File: config.mk
export PLATFORM = sky130hd
export DESIGN_NAME = up_cu_flat
export DESIGN_NICKNAME = d
export VERILOG_FILES = /design/src/rtl/up_pkg.sv /design/src/rtl/up_cu_if.sv /design/src/rtl/sync_ff.sv /design/src/rtl/up_cu.sv /design/src/flat_wrapper.sv
export SDC_FILE = /design/constraint.sdc
export NUM_CORES = 1
export LEC_CHECK = 0
export CAP_MARGIN = 20
export CORE_MARGIN = 3
export CORE_UTILIZATION = 25
export DETAILED_ROUTE_END_ITERATION = 7
export GPL_TIMING_DRIVEN = 0
export REMOVE_ABC_BUFFERS = 1
export SYNTH_ARGS = -nofsm -noshare
export SYNTH_HDL_FRONTEND = slang
export SYNTH_SLANG_ARGS = --single-unit
File: constraint.sdc
create_clock -name CLOCK -period 1.8 [get_ports CLOCK]
set_input_delay 0.27 -clock CLOCK [delete_from_list [all_inputs] [get_ports CLOCK]]
set_output_delay 0.27 -clock CLOCK [all_outputs]
set_load 0.05 [all_outputs]
File: src/rtl/up_pkg.sv
// Shared encodings for the accumulator CPU control unit: state codes, opcodes, A source select.
// Latency: none (types, constants and a pure decode function only).
// Backpressure: not applicable.
package up_pkg;

  typedef enum logic [3:0] {
    S_START   = 4'd0,
    S_FETCH   = 4'd1,
    S_DECODE  = 4'd2,
    S_LOAD    = 4'd3,
    S_STORE   = 4'd4,
    S_ADD     = 4'd5,
    S_SUB     = 4'd6,
    S_IN_WAIT = 4'd7,
    S_IN_REL  = 4'd8,
    S_JZ      = 4'd9,
    S_JPOS    = 4'd10,
    S_HALT    = 4'd11
  } state_t;

  localparam logic [2:0] OP_LOAD  = 3'b000;
  localparam logic [2:0] OP_STORE = 3'b001;
  localparam logic [2:0] OP_ADD   = 3'b010;
  localparam logic [2:0] OP_SUB   = 3'b011;
  localparam logic [2:0] OP_IN    = 3'b100;
  localparam logic [2:0] OP_JZ    = 3'b101;
  localparam logic [2:0] OP_JPOS  = 3'b110;
  localparam logic [2:0] OP_HALT  = 3'b111;

  localparam logic [1:0] ASEL_RES = 2'b00;
  localparam logic [1:0] ASEL_IN  = 2'b01;
  localparam logic [1:0] ASEL_MEM = 2'b10;

  // Execute state entered from DECODE for a given opcode.
  function automatic state_t exec_state(input logic [2:0] op);
    case (op)
      OP_LOAD:  return S_LOAD;
      OP_STORE: return S_STORE;
      OP_ADD:   return S_ADD;
      OP_SUB:   return S_SUB;
      OP_IN:    return S_IN_WAIT;
      OP_JZ:    return S_JZ;
      OP_JPOS:  return S_JPOS;
      default:  return S_HALT;
    endcase
  endfunction

endpackage

File: src/rtl/up_cu_if.sv
// Control/status bundle between the control unit (master) and the accumulator datapath (slave).
// Latency: wires only.
// Backpressure: none; strobes are single-cycle commands the datapath always accepts.
interface up_cu_if;
  logic [2:0] IR;
  logic       Aeq0;
  logic       Apos;
  logic       IRload;
  logic       JMPmux;
  logic       PCload;
  logic       Meminst;
  logic       MemWr;
  logic       Aload;
  logic       Sub;
  logic [1:0] Asel;
  logic       InReq;
  logic       Halt;
  logic [3:0] State;

  modport master (
    input  IR, Aeq0, Apos,
    output IRload, JMPmux, PCload, Meminst, MemWr, Aload, Sub, Asel, InReq, Halt, State
  );

  modport slave (
    output IR, Aeq0, Apos,
    input  IRload, JMPmux, PCload, Meminst, MemWr, Aload, Sub, Asel, InReq, Halt, State
  );
endinterface

File: src/rtl/sync_ff.sv
// Multi-flop synchronizer bringing an asynchronous level into the clock domain.
// Latency: STAGES clock edges from input change to output change.
// Backpressure: none; the level is sampled every cycle.
module sync_ff #(
  parameter int STAGES = 2
) (
  input  logic clk,
  input  logic rst,
  input  logic d,
  output logic q
);

  logic [STAGES-1:0] sr;

  // Shift the raw level through the chain; reset clears any half-captured press.
  always_ff @(posedge clk or posedge rst) begin
    if (rst) sr <= '0;
    else     sr <= {sr[STAGES-2:0], d};
  end

  assign q = sr[STAGES-1];

endmodule

File: src/rtl/up_cu.sv
// Control unit sequencing fetch/decode/execute of the 8-bit accumulator datapath.
// Latency: 3 cycles per memory/jump instruction; IN adds the Enter wait and release.
// Backpressure: IN stalls in IN_WAIT/IN_REL on the synchronized Enter button; HALT stalls until reset.
module up_cu
  import up_pkg::*;
#(
  parameter int SYNC_STAGES = 2
) (
  input  logic     CLOCK,
  input  logic     RESET,
  input  logic     Enter,
  up_cu_if.master  cu
);

  state_t     state, state_nxt;
  logic       enter_s;
  logic       ir_load, jmp_mux, pc_load, meminst, mem_wr, a_load, sub, in_req, halt;
  logic [1:0] asel;

  sync_ff #(.STAGES(SYNC_STAGES)) u_enter_sync (
    .clk (CLOCK),
    .rst (RESET),
    .d   (Enter),
    .q   (enter_s)
  );

  // State register; reset parks the machine in START with every strobe low.
  always_ff @(posedge CLOCK or posedge RESET) begin
    if (RESET) state <= S_START;
    else       state <= state_nxt;
  end

  // Next-state and strobe decode; only the conditional jumps look at the A flags.
  always_comb begin
    state_nxt = state;
    ir_load   = 1'b0;
    jmp_mux   = 1'b0;
    pc_load   = 1'b0;
    meminst   = 1'b0;
    mem_wr    = 1'b0;
    a_load    = 1'b0;
    sub       = 1'b0;
    asel      = ASEL_RES;
    in_req    = 1'b0;
    halt      = 1'b0;
    case (state)
      S_START:  state_nxt = S_FETCH;
      S_FETCH: begin
        ir_load   = 1'b1;
        pc_load   = 1'b1;
        state_nxt = S_DECODE;
      end
      S_DECODE: begin
        meminst   = 1'b1;
        state_nxt = exec_state(cu.IR);
      end
      S_LOAD: begin
        meminst   = 1'b1;
        asel      = ASEL_MEM;
        a_load    = 1'b1;
        state_nxt = S_FETCH;
      end
      S_STORE: begin
        meminst   = 1'b1;
        mem_wr    = 1'b1;
        state_nxt = S_FETCH;
      end
      S_ADD: begin
        meminst   = 1'b1;
        a_load    = 1'b1;
        state_nxt = S_FETCH;
      end
      S_SUB: begin
        meminst   = 1'b1;
        sub       = 1'b1;
        a_load    = 1'b1;
        state_nxt = S_FETCH;
      end
      S_IN_WAIT: begin
        in_req = 1'b1;
        asel   = ASEL_IN;
        // A press already held on entry is taken at once; IN_REL of the previous IN guarantees it is fresh.
        if (enter_s) begin
          a_load    = 1'b1;
          state_nxt = S_IN_REL;
        end
      end
      S_IN_REL: begin
        if (!enter_s) state_nxt = S_FETCH;
      end
      S_JZ: begin
        meminst   = 1'b1;
        pc_load   = cu.Aeq0;
        jmp_mux   = cu.Aeq0;
        state_nxt = S_FETCH;
      end
      S_JPOS: begin
        meminst   = 1'b1;
        pc_load   = cu.Apos;
        jmp_mux   = cu.Apos;
        state_nxt = S_FETCH;
      end
      S_HALT:   halt = 1'b1;
      default:  state_nxt = S_START;
    endcase
  end

  assign cu.IRload  = ir_load;
  assign cu.JMPmux  = jmp_mux;
  assign cu.PCload  = pc_load;
  assign cu.Meminst = meminst;
  assign cu.MemWr   = mem_wr;
  assign cu.Aload   = a_load;
  assign cu.Sub     = sub;
  assign cu.Asel    = asel;
  assign cu.InReq   = in_req;
  assign cu.Halt    = halt;
  assign cu.State   = state;

endmodule

File: src/flat_wrapper.sv
// flat-port wrapper written by rule: the top's interface ports become plain ports
module up_cu_flat import up_pkg::*;
#(
  parameter int SYNC_STAGES = 2
)
  (CLOCK, RESET, Enter, cu_IR, cu_Aeq0, cu_Apos, cu_IRload, cu_JMPmux, cu_PCload, cu_Meminst, cu_MemWr, cu_Aload, cu_Sub, cu_Asel, cu_InReq, cu_Halt, cu_State);
  up_cu_if cu_i ();
  input  logic CLOCK;
  input  logic RESET;
  input  logic Enter;
  input wire logic [$bits(cu_i.IR)-1:0] cu_IR;
  input wire logic [$bits(cu_i.Aeq0)-1:0] cu_Aeq0;
  input wire logic [$bits(cu_i.Apos)-1:0] cu_Apos;
  output wire logic [$bits(cu_i.IRload)-1:0] cu_IRload;
  output wire logic [$bits(cu_i.JMPmux)-1:0] cu_JMPmux;
  output wire logic [$bits(cu_i.PCload)-1:0] cu_PCload;
  output wire logic [$bits(cu_i.Meminst)-1:0] cu_Meminst;
  output wire logic [$bits(cu_i.MemWr)-1:0] cu_MemWr;
  output wire logic [$bits(cu_i.Aload)-1:0] cu_Aload;
  output wire logic [$bits(cu_i.Sub)-1:0] cu_Sub;
  output wire logic [$bits(cu_i.Asel)-1:0] cu_Asel;
  output wire logic [$bits(cu_i.InReq)-1:0] cu_InReq;
  output wire logic [$bits(cu_i.Halt)-1:0] cu_Halt;
  output wire logic [$bits(cu_i.State)-1:0] cu_State;
  assign cu_i.IR = cu_IR;
  assign cu_i.Aeq0 = cu_Aeq0;
  assign cu_i.Apos = cu_Apos;
  assign cu_IRload = cu_i.IRload;
  assign cu_JMPmux = cu_i.JMPmux;
  assign cu_PCload = cu_i.PCload;
  assign cu_Meminst = cu_i.Meminst;
  assign cu_MemWr = cu_i.MemWr;
  assign cu_Aload = cu_i.Aload;
  assign cu_Sub = cu_i.Sub;
  assign cu_Asel = cu_i.Asel;
  assign cu_InReq = cu_i.InReq;
  assign cu_Halt = cu_i.Halt;
  assign cu_State = cu_i.State;
  up_cu #(.SYNC_STAGES(SYNC_STAGES)) u_core (.CLOCK(CLOCK), .RESET(RESET), .Enter(Enter), .cu(cu_i));
endmodule
# Word level (Yosys, flattened, before mapping)
# Cells that the tools add are included.
dict set report word_totals {
  input_bits 8
  wordCells 43
  out_inout_bits 15
  ff_bits 6
}
dict set report classes {
  reduce_logical 6
  bitwise_logic 1
  n_eq_ne 19
  mux 15
}
# cell n
set ops {}
lappend ops {{one-hot mux 4 bit (7 select lines)} 1}
lappend ops {{one-hot mux 4 bit (6 select lines)} 1}
lappend ops {{equality test 4 x 3 -> 1 bit (second input constant)} 4}
lappend ops {{equality test 4 bit (second input constant)} 4}
lappend ops {{OR reduction 7 bit} 2}
lappend ops {{equality test 3 bit (second input constant)} 3}
lappend ops {{equality test 4 x 2 -> 1 bit (second input constant)} 2}
lappend ops {{two-way mux 4 bit} 2}
lappend ops {{two-way mux 1 bit} 7}
lappend ops {{equality test 3 x 2 -> 1 bit (second input constant)} 2}
lappend ops {{equality test 4 x 1 -> 1 bit (second input constant)} 1}
lappend ops {{zero test 4 bit} 1}
lappend ops {{!= test 2 bit (second input constant)} 2}
lappend ops {{one-hot mux 1 bit (2 select lines)} 2}
lappend ops {{one-hot mux 2 bit (2 select lines)} 1}
lappend ops {{equality test 3 x 1 -> 1 bit (second input constant)} 1}
lappend ops {{zero test 3 bit} 1}
lappend ops {{one-hot mux 1 bit (3 select lines)} 1}
lappend ops {{AND reduction 3 bit} 1}
lappend ops {{OR reduction 3 bit} 1}
lappend ops {{NOT 1 bit} 1}

# Logic depth before layout (Yosys ltp)
# Gate-level depths: netlist (run 1).
dict set report logic_depth {
  depth_word 3
  mapped_depth 4
  mapped_depth_nobuf 3
}

# Modules after synthesis
# From an unflattened synthesis (run 1), not the netlist that was laid out.
dict set report hier_totals {
  hier_cells 57
  hier_area_um2 503.0
}
# mod cells_per_inst n_inst area_per_inst_um2
set by_module_without_submodules {}
lappend by_module_without_submodules {up_cu 54 1 449.2}
lappend by_module_without_submodules {sync_ff 3 1 53.8}

# Least setup slack after synthesis (run 1)
# Ideal clock, no wire load.
dict set report synth_timing {
  kind {reg-to-output}
  start {register u_core.state[2] (netlist: u_core.cu.State[2])}
  end {output port cu_Aload}
  path_stages_with_launch 4
  setup_slack_ns -1.010
  arrival_time_ns 2.540
  n_path_buf 1
  t_required_ns 1.530
  cell_sequence {dfrtp_1 > buf_2 > nor2_1 > nor4_1}
}
dict set report synth_via {
  elab_chain_len 3
}
# item line_no
set synth_lines {}
lappend synth_lines {{start, declared} up_cu.sv:15} ;# state_t state, state_nxt;
lappend synth_lines {{start signal, assigned} up_cu.sv:30} ;# else state <= state_nxt;
lappend synth_lines {{equality test 4 x 3 -> 1 bit / equality test 4 x 2 -> 1 bit (equally long branches)} up_cu.sv:46} ;# case (state)
lappend synth_lines {{OR reduction 3 bit (no source line)} -}
lappend synth_lines {{one-hot mux 1 bit (2 select lines) (*)} up_cu.sv:46}
lappend synth_lines {{end, declared} flat_wrapper.sv:19} ;# output wire logic [$bits(cu_i.Aload)-1:0] cu_Aload;
# Every way passes the cells marked *; elsewhere a longest branch is shown, timed or not.

# Worst setup path in the final report (run 1)
dict set report layout_timing {
  start {register u_core.state[0] (netlist: u_core.cu.State[0])}
  end {output port cu_State[0]}
}
# item line_no
set layout_lines {}
lappend layout_lines {{end, declared} flat_wrapper.sv:24} ;# output wire logic [$bits(cu_i.State)-1:0] cu_State;
# No word-level cell between the ends.

==> results list, run 1 <==
- Run status: finished clean
- Global routing finished with a remaining overflow of 0.
- Counting every instance in the synthesized netlist gives 60.
- Buffering stage count on the worst path with inverters included: 1
* Total number of vias: 569
* Number of nets in the final layout: 101
* Biggest cell delay along the critical path: 820 ps
- Via/cell ratio: 4.905
* Fraction of post-synthesis cell area in the top cell type by area: 31.09%
- Initial DRT Pass Iterations: 3
- Clock tree from TritonCTS: done
* Worst-case clock buffer depth: 2
* Number of slew-limit violations in the final report: 0
- The initial utilization of the core area, before any placement, comes to 27.09%.
* Series of cell instances along the critical path: clkdlybuf4s50_1
* Post-layout worst setup margin: 49.91 ps
- Site row count: 15
- At the end of routability-driven placement, the weighted congestion stood at 0.6811.
- Core Area: 1783 um2
- Worst clock skew on the final layout: 9.225 ps
- Final Hold Violating Endpoints: 0
- After clock tree synthesis, the clock-pin slew on the worst setup and hold paths is 50 ps.
- Summing every instance area after synthesis gives 483.0 um2.
- Largest net degree at the start of global routing: 17
- After detailed routing, the number of remaining DRC violations is 0.
- Final cell utilization of the core: 44.91%
* Antenna violations before repair: 0
* Mean cell area of the mapped netlist: 8.049 um2
- For this design, the slowest cell found on the critical path is sky130_fd_sc_hd__clkdlybuf4s50_1.
* Post-route antenna net violation count: 0
* Vertical die dimension: 49.95 um
- Hold slack: 213.5 ps
- Worst Tran Pin Value: 502.9 ps
* Type of element launching the critical path: flop
* Clock period minus final worst setup slack: 1750 ps
* Count of boundary I/O pins: 23
* Syn-to-layout area delta: 65.80%
- The worst-case IR drop observed on VDD is 748.0 uV.
- Share of the cycle needed by the critical path after routing: 97.23%
* #FFs+latches synth: 6
- Of the cells placed in the final design, the portion with a size suffix greater than 1 is 37.36%.
* Worst-Skew Late Latency: 260 ps
- Number of distinct library cells after synthesis: 29
* Antenna fix cells: 0
* Most common cell after layout, fill and taps aside: sky130_fd_sc_hd__buf_4
- Required time of the critical path: 1530 ps
* Crit-path max FO: 5
- Yosys printed 0 warnings.
- The first global-routing pass estimated 2.097 mm of wire.
- Across the run, the number of max-cap violations was 0.
- Leak: 0.3586 nW
* HPWL after detailed placement: 824 um
- The worst setup path is captured at a primary output.
- Worst hold path class: in -> async
* Routed WL per cell: 11.98 um
- Total wire length after detailed routing: 1.390 mm
- The die is 49.95 um wide.
* Fraction of the yosys area taken by sequential cells: 31.09%
- The critical path in this run is classified as reg -> out.
- Die area: 2495 um2
- The clock net in this run drives a total of 6 sinks.
- Number of buffers created by CTS: 3
- In the post-synthesis netlist, the biggest area contributors are sky130_fd_sc_hd__dfrtp_1 (31%), sky130_fd_sc_hd__nand3b_1 (6.2%), sky130_fd_sc_hd__nor3b_1 (6.2%).
- Total setup violations reported at the end of the flow: 0
- STA puts the critical path data arrival time at 1480 ps.
- Clock Root Buffer: sky130_fd_sc_hd__clkbuf_4
* Top library cells by usage in the layout, fill and taps aside: sky130_fd_sc_hd__buf_4 (11), sky130_fd_sc_hd__clkdlybuf4s50_1 (8), sky130_fd_sc_hd__buf_2 (7)
* RSZ-0062 raised after global routing: yes
* Cell taking the most area after synthesis: sky130_fd_sc_hd__dfrtp_1
- Final Total Pwr: 0.001714 W
* 1st-iter DRT viols: 2
* H-tree depth: 1
- Worst-case headroom to the max-slew limit: 66.37%
* Fmax: 0.5714 GHz
- Pre-CTS setup slack: -409.3 ps
- The via count of the first global-routing pass is 501.
* Power per standard cell area: 2140 nW/um2
- In the global route stage, overall resource usage came out at 11.54%.
* Crit path max-delay family: buffers and inverters
- Sum of negative setup slack: 0 ps
* Port Buffer Count: 22
[Yosys cell counts]
cell                        count
sky130_fd_sc_hd__nor3b_1        4
sky130_fd_sc_hd__o21ai_0        1
sky130_fd_sc_hd__and3_1         1
sky130_fd_sc_hd__o21bai_2       1
sky130_fd_sc_hd__o211a_1        1
sky130_fd_sc_hd__or4b_4         1
sky130_fd_sc_hd__o21a_1         1
sky130_fd_sc_hd__o21ai_1        1
sky130_fd_sc_hd__or2_1          1
sky130_fd_sc_hd__dfrtp_1        6
sky130_fd_sc_hd__nand3b_1       4
sky130_fd_sc_hd__and2_1         1
sky130_fd_sc_hd__or3_1          1
sky130_fd_sc_hd__nor4_1         1
sky130_fd_sc_hd__and3b_1        1
sky130_fd_sc_hd__o211ai_1       1
sky130_fd_sc_hd__a21o_1         1
sky130_fd_sc_hd__buf_2          4
sky130_fd_sc_hd__o221a_1        1
sky130_fd_sc_hd__nor2_1         6
sky130_fd_sc_hd__a21oi_1        4
sky130_fd_sc_hd__a31oi_1        1
sky130_fd_sc_hd__nand2b_1       3
sky130_fd_sc_hd__nand2_1        3
sky130_fd_sc_hd__nor2b_1        1
sky130_fd_sc_hd__nand4_1        1
sky130_fd_sc_hd__a2111oi_1      1
sky130_fd_sc_hd__nor3_1         5
sky130_fd_sc_hd__inv_1          2
[final timing paths]
| kind | endpoint | cells after the start | slack (ps) | start |
|---|---|---|---|---|
| max in group asynchronous | u_core.cu.State[1] | 2 | 1380 | RESET |
| worst min register to register | u_core.u_enter_sync.sr[1] | 0 | 350 | u_core.u_enter_sync.sr[0] |
| worst max-delay path | cu_State[0] | 1 | 50 | u_core.cu.State[0] |
| worst min-delay path | u_core.cu.State[2] | 2 | 210 | RESET |
| worst max register to register | u_core.cu.State[1] | 5 | 130 | u_core.cu.State[0] |
| min in group CLOCK | u_core.u_enter_sync.sr[1] | 0 | 350 | u_core.u_enter_sync.sr[0] |
[registers in the layout, summed over array words and instances, names as in the netlist]
name                    flops
u_core.cu.State             4
u_core.u_enter_sync.sr      2
[stage by stage]
step,instance area [um2],instances
3_5_place_dp,714.4,103
6_report,800.8,116
2_1_floorplan,462.9,56
3_3_place_gp,714.4,103
4_1_cts,783.3,114
5_1_grt,800.8,116
[cell families (layout without fill, tap and decap cells)]
| logic type | after synthesis | in the layout | share of synthesized area [%] |
|---|---|---|---|
| compound gates | 14 | 14 | 20.99 |
| simple gates | 34 | 34 | 42.23 |
| flops | 6 | 6 | 31.09 |
| buf+inv | 6 | 37 | 5.700 |
[cell type report]
| cell class | count | area (um2) |
|---|---|---|
| repair buffers | 32 | 261.5 |
| inverters | 2 | 7.507 |
| clock buffers | 3 | 22.52 |
| multi-input cells | 48 | 322.8 |
| fillers | 190 | 982.2 |
| flip-flops and latches | 6 | 155.1 |
| well taps | 25 | 31.28 |
[report_power, final]
group,switching (W),internal [W],leakage (nW),total (W)
sequential,0.000112,0.000184,0.0685,0.000296
combinational,0.000795,0.000495,0.276,0.00129
clock,0.0000522,0.0000756,0.0138,0.000128
[per-layer routing]
| layer | up-vias | track usage, % | share of wire, % |
|---|---|---|---|
| li1 | 284 | - | - |
| met1 | 257 | 11.44 | 42 |
| met2 | 23 | 18.72 | 48 |
| met3 | 5 | 3.625 | 6.5 |
| met4 | 0 | 11.06 | 3.5 |
| met5 | - | 0 | 0 |
[timing repair]
| item | in CTS | in global routing |
|---|---|---|
| hold buffers | 0 | 0 |
| gates resized for setup | 55 | 20 |
| setup endpoints to repair | 15 | 10 |
| pin swaps | 0 | 2 |
| endpoints found under the hold margin | 0 | 0 |
| setup buffers | 8 | 2 |
Note: power is estimated with default switching activity, not from simulation.
==> run 2: changes to the inputs <==
clock period = 1.6 ns   (was 1.8 ns; I/O delays follow)
==> run 2 against run 1 <==
  * Largest power group unchanged
  * Clock skew up 2.0 ps
  * Worst hold slack worse by 23 ps
  * Wire length up 15%
  * The flow now finishes with violations (setup timing)
  * Flip-flop and latch count unchanged
  * Critical endpoint is now u_core.cu.State[1]
  * Combinational power up 36%
  * First-iteration DRC count rose to 3.0 times the previous value
==> results list, run 2 (synthesized netlist as in run 1, its figures left out) <==
- VDD sags by at most 1021 uV.
- By instance count, the cell type seen most on the critical path is sky130_fd_sc_hd__buf_4.
- In the final routed layout, each cell accounts on average for 12.22 um.
- Max-cap violations in this run came to 0.
- Dividing total power by cell area gives a power density of 2292 nW/um2.
- The final layout contains routed wiring with a total length of 1.601 mm.
- Antenna violations before repair: 0
- Required time of the critical path: 1760 ps
* Worst-case headroom to the max-slew limit: 67.32%
- H-tree depth: 1
* Final Hold Violating Endpoints: 0
* Type of element launching the critical path: flop
- Net Sw Frac: 52.67%
* Antenna fix cells: 0
- Hold is met by 190.2 ps.
* Via/cell ratio: 4.870
- Post-route antenna net violation count: 0
* R2R setup slack: -80 ps
- Cells with a size suffix above 1 make up 53.77% of the layout.
* Worst-case clock buffer depth: 2
- Core Area: 1783 um2
* Switching power total: 0.001166 W
- Post-layout worst setup margin: -84.07 ps
- TritonCTS built the clock tree.
- Clock latency on the worst-skew pair, taken at its later pin, is 250 ps.
- Biggest cell delay along the critical path: 540 ps
- Floorplan die width: 49.95 um
- Leftover overflow at the end of global routing: 0
- Worst clock skew on the final layout: 11.19 ps
- Type of element capturing the critical path: flop
- Effective utilization at floorplan: 27.09%
- In this run the worst path has a maximum fanout of 9.
- Port Buffer Count: 22
- Setup violations remaining at the end of the flow were counted as 7.
- Non-filler instance count after layout: 131
- Register clock-pin slew on the reported worst setup and hold paths: 50 ps
* Initial DRT Pass Iterations: 4
* Part of the power in combinational logic: 79.3%
- Crit path DAT: 1850 ps
- For this block, the via count after detailed routing is 638.
* Violations in the final reports: setup timing
- Final Total Pwr: 0.002214 W
- Walking the worst path, the cells encountered are buf_4 > buf_4 > or4b_4 > nor3_2 > o21bai_2.
- The flow ran to the end, but the final reports show violations.
- Clock Root Buffer: sky130_fd_sc_hd__clkbuf_4
* Syn-to-layout area delta: 100.0%
- Across every metal layer, demand over resource in global routing totals 12.96%.
* Leak: 0.4323 nW
* Share of the cycle needed by the critical path after routing: 105.3%
- Die area: 2495 um2
* Final GP Congestion: 0.6811
- The register with the most flip-flops in the layout has 4 of them.
- Worst hold path class: in -> async
- Number of nets in the final layout: 116
- In this run the count of I/O pins placed on the die edge is 23.
- # DRC: 0
- Number of slew-limit violations in the final report: 0
- 1st-iter DRT viols: 6
- Entering global routing, the biggest net connects 12 pins.
- Start of the worst register-to-register path: u_core.cu.State[2]
* Number of global-route vias before repair: 577
- For the pin with the worst max-slew slack, the measured transition is 492.2 ps.
- Most common cell after layout, fill and taps aside: sky130_fd_sc_hd__buf_4
- HPWL after detailed placement: 824 um
- The clock network burns 6.4% of the power.
* Site row count: 15
* Fmax: 0.5938 GHz
- The top cell types in the final layout, fill and taps aside, are sky130_fd_sc_hd__buf_4 (25), sky130_fd_sc_hd__buf_6 (8), sky130_fd_sc_hd__clkdlybuf4s50_1 (7).
- Number of buffers created by CTS: 3
- RSZ-0062 raised after global routing: yes
- The worst setup path is of the reg -> reg kind.
- Setup total negative slack on the finished layout was measured at -401.1 ps.
* Vertical die dimension: 49.95 um
* Worst setup endpoint: u_core.cu.State[1]
- Placed cell count: 103
* Clock period minus final worst setup slack: 1684 ps
- The first global-routing pass estimated 2.449 mm of wire.
- Crit path launch: u_core.cu.State[2]
- Flop pwr share: 14.3%
* Depth of the worst register-to-register path: 5
- Number of clock sinks seen by CTS: 6
- The internal power of the cells totals 0.001048 W.
* Worst reg2reg path endpoint: u_core.cu.State[1]
* Number of inserted filler cells in the final layout: 165
* Slowest-stage cell, CP: sky130_fd_sc_hd__or4b_4
-- run 2: final cells by class --
class / count / area (um2) / share of cell area, %
multi-input combinational: 48 / 351.6 / 36.40
sequential: 6 / 155.1 / 16.06
clock buffer: 3 / 22.52 / 2.332
tap: 25 / 31.28 / 3.238
inverter: 2 / 7.507 / 0.7772
timing repair buffer: 47 / 397.9 / 41.19
-- run 2: routing by layer --
layer | wire (um) | part of all wire (%) | GRT usage, % | vias up
met5 | 0 | 0 | 0 | -
met4 | 58 | 3.6 | 9.677 | 0
met3 | 115 | 7.2 | 4.834 | 6
met2 | 754 | 47 | 21.37 | 26
met1 | 672 | 42 | 13.21 | 293
li1 | - | - | - | 313
-- run 2: worst min path at each step --
| stage | end | slack, ps | depth (start not counted) |
|---|---|---|---|
| 2_1_floorplan | u_core.cu.State[0] | 30 | 1 |
| 3_5_place_dp | u_core.u_enter_sync.sr[1] | 340 | 0 |
| 5_1_grt | u_core.cu.State[0] | 230 | 2 |
| 6_report | u_core.cu.State[0] | 190 | 2 |
| 4_1_cts | u_core.cu.State[2] | 200 | 2 |
| 3_3_place_gp | u_core.u_enter_sync.sr[1] | 340 | 0 |
-- run 2: timing repair --
action / in CTS / in global routing
hold buffers: 0 / 0
pin swaps: 2 / 3
resized for setup: 85 / 19
buffers inserted: 18 / 7
endpoints found under the setup margin: 15 / 14
-- run 2: per-stage QoR --
stage	setup slack [ps]	cell area [um2]	util, %
6_report	-84.07	965.9	54.18
5_1_grt	-136.1	965.9	54.18
4_1_cts	-94.30	867.1	48.63
3_5_place_dp	-579.3	714.4	40.07
3_3_place_gp	-538.0	714.4	40.07
2_1_floorplan	-1126	462.9	-
-- run 2: worst max-delay path: cells and delay by family (launching register included) --
| family | cells | cell delay (ps) |
|---|---|---|
| compound gates | 1 | 120 |
| simple gates | 2 | 710 |
| buf+inv | 2 | 290 |
| flops | 1 | 470 |
-- run 2: power groups by stage --
stage	clock (W)	sequential, W	combinational [W]
2_1_floorplan	0	0.000464	0.000765
3_3_place_gp	0	0.000361	0.00126
3_5_place_dp	0	0.000361	0.00127
4_1_cts	0.000141	0.000313	0.00158
5_1_grt	0.000152	0.000327	0.00187
6_report	0.000141	0.000317	0.00176
==> run 3: changes to the inputs <==
TNS_END_PERCENT = 50   (was default)
==> run 3 against run 2 <==
  * The run still ends with setup timing left
  * Final area decreased by 1.6%
  * Die area unchanged
  * First-iteration DRC count unchanged
  * Largest power group unchanged
  * Critical path depth shrank 1
  * Global-route usage did not move
  * Utilization down 0.84 points
  * Sequential share of layout area up 0.25 points
  * Power decreased by 0.83%
==> results list, run 3 (synthesized netlist as in run 1, its figures left out) <==
- Worst-case clock buffer depth: 2
- Final GP Congestion: 0.6811
- For the worst flop-to-flop path, the logic depth is 5.
- Buffers inserted during clock tree synthesis total 3.
* Required time of the critical path: 1360 ps
* # DRC: 0
* Vertical die dimension: 49.95 um
- Via/cell ratio: 4.924
* Largest register FFs: 4
- Top library cells by usage in the layout, fill and taps aside: sky130_fd_sc_hd__buf_4 (26), sky130_fd_sc_hd__clkdlybuf4s50_1 (7), sky130_fd_sc_hd__buf_6 (6)
- In this run the remaining antenna-violating nets after routing total 0.
- Worst reg2reg path endpoint: u_core.cu.State[1]
- CTS built an H-tree with a depth of 1.
* Clock tree from TritonCTS: done
- Worst-case vdd ir drop: 1016 uV
* Worst-Skew Late Latency: 250 ps
- In the final routed layout, each cell accounts on average for 11.99 um.
- HPWL after detailed placement: 824 um
- Type of element capturing the critical path: primary output
- Run status: finished with violations
- Number of slew-limit violations in the final report: 0
* Floorplan die width: 49.95 um
* First-pass GRT wire length: 2.449 mm
- For this run, the post-layout net count is 116.
- Site row count: 15
* Fmax: 0.5902 GHz
- Syn-to-layout area delta: 96.89%
- Of all nets on the critical path, the largest fanout is 8.
- Entering global routing, the biggest net connects 12 pins.
- Start of the worst register-to-register path: u_core.cu.State[2]
- Type of element launching the critical path: flop
- Number of hold buffers added after cts: 0
- 1st-iter DRT viols: 6
- After layout, the worst path uses 105.9% of the clock period.
- Worst-case headroom to the max-slew limit: 67.34%
- At the end of the flow the core is filled with cells to 53.33%.
- Combined global-route utilization of all metal layers: 12.96%
* Number of clock sinks seen by CTS: 6
* Register clock-pin slew on the reported worst setup and hold paths: 50 ps
* Total number of vias: 645
* Fraction of layout cells with a size suffix above 1: 52.83%
- Clock skew on the completed layout was measured at 11.19 ps.
* Post-layout worst setup margin: -94.41 ps
* Initial DRT Pass Iterations: 4
- Once the floorplan was initialized, standard cells occupied 27.09% of the core.
- The via count of the first global-routing pass came to 577.
- Clock Root Buffer: sky130_fd_sc_hd__clkbuf_4
- Total setup violations reported at the end of the flow: 8
- Clock period minus final worst setup slack: 1694 ps
* Die area: 2495 um2
- Port Buffer Count: 22
- The initial antenna violation count came to 0.
- Number of max-cap violations: 0
* Most common cell after layout, fill and taps aside: sky130_fd_sc_hd__buf_4
- In this run the static leakage power is 0.4296 nW.
* Hold slack: 190.2 ps
* Count of boundary I/O pins: 23
* Final Hold Violating Endpoints: 0
- Setup repair after global routing could not meet its margin everywhere.
- The final reports fail on setup timing.
- Summed over all layers, the routed wires come to 1.571 mm.
- Antenna fix cells: 0
- Leftover overflow at the end of global routing: 0
* Crit path DAT: 1450 ps
- Worst hold path class: in -> async
- Kind of critical path: reg -> out
* Core Area: 1783 um2
- Sum of negative setup slack: -482.4 ps
* R2R setup slack: -80 ps
- Dividing total power by cell area gives a power density of 2309 nW/um2.
- Worst Tran Pin Value: 491.8 ps
-- run 3: how the worst max path moves through the flow --
stage	cells past startpoint	endpoint	start
after CTS	4	cu_Aload	u_core.cu.State[1]
after detailed placement	4	cu_Aload	u_core.cu.State[1]
final	4	cu_MemWr	u_core.cu.State[1]
after global routing	4	cu_MemWr	u_core.cu.State[2]
after floorplan	2	cu_Aload	u_core.cu.State[1]
after global placement	4	cu_Aload	u_core.cu.State[1]
-- run 3: per-layer routing --
layer / vias to the layer above / routed length, um / GRT usage [%]
met5: - / 0 / 0
met3: 6 / 113 / 4.834
li1: 313 / - / -
met1: 300 / 665 / 13.21
met4: 0 / 58 / 9.677
met2: 26 / 734 / 21.37
-- run 3: metrics by stage --
stage               total power, W  instance area [um2]  instances  setup WS (ps)
detailed placement        0.001626                714.4        103         -579.3
global route              0.002332                950.9        131         -141.6
floorplan                 0.001229                462.9         56          -1126
global placement          0.001625                714.4        103         -538.0
finish                    0.002196                950.9        131         -94.41
CTS                       0.002031                864.6        124         -111.7
-- run 3: worst max-delay path: stages (launching register included) --
cell                      delay, ps
sky130_fd_sc_hd__dfrtp_2        460
sky130_fd_sc_hd__buf_4          160
sky130_fd_sc_hd__buf_4          120
sky130_fd_sc_hd__nor3_1         180
sky130_fd_sc_hd__buf_2          300
-- run 3: cell type report --
| cell class | instances | area (um2) |
|---|---|---|
| Clock buffer | 3 | 22.52 |
| Fill cell | 166 | 832.0 |
| Inverter | 2 | 7.507 |
| Multi-Input combinational cell | 48 | 346.6 |
| Sequential cell | 6 | 155.1 |
| Tap cell | 25 | 31.28 |
| Timing Repair Buffer | 47 | 387.9 |
-- run 3: timing repair --
| action | CTS | global route |
|---|---|---|
| gates resized for setup | 84 | 15 |
| cloned | 0 | 0 |
| buffers inserted | 18 | 7 |
| setup endpoints to repair | 15 | 15 |
| pin swaps | 2 | 2 |
-- run 3: power by group --
| group | switching, W | internal (W) | leakage, nW |
|---|---|---|---|
| clock network | 0.0000558 | 0.0000849 | 0.0138 |
| logic | 0.000989 | 0.000750 | 0.347 |
| registers | 0.000109 | 0.000207 | 0.0685 |
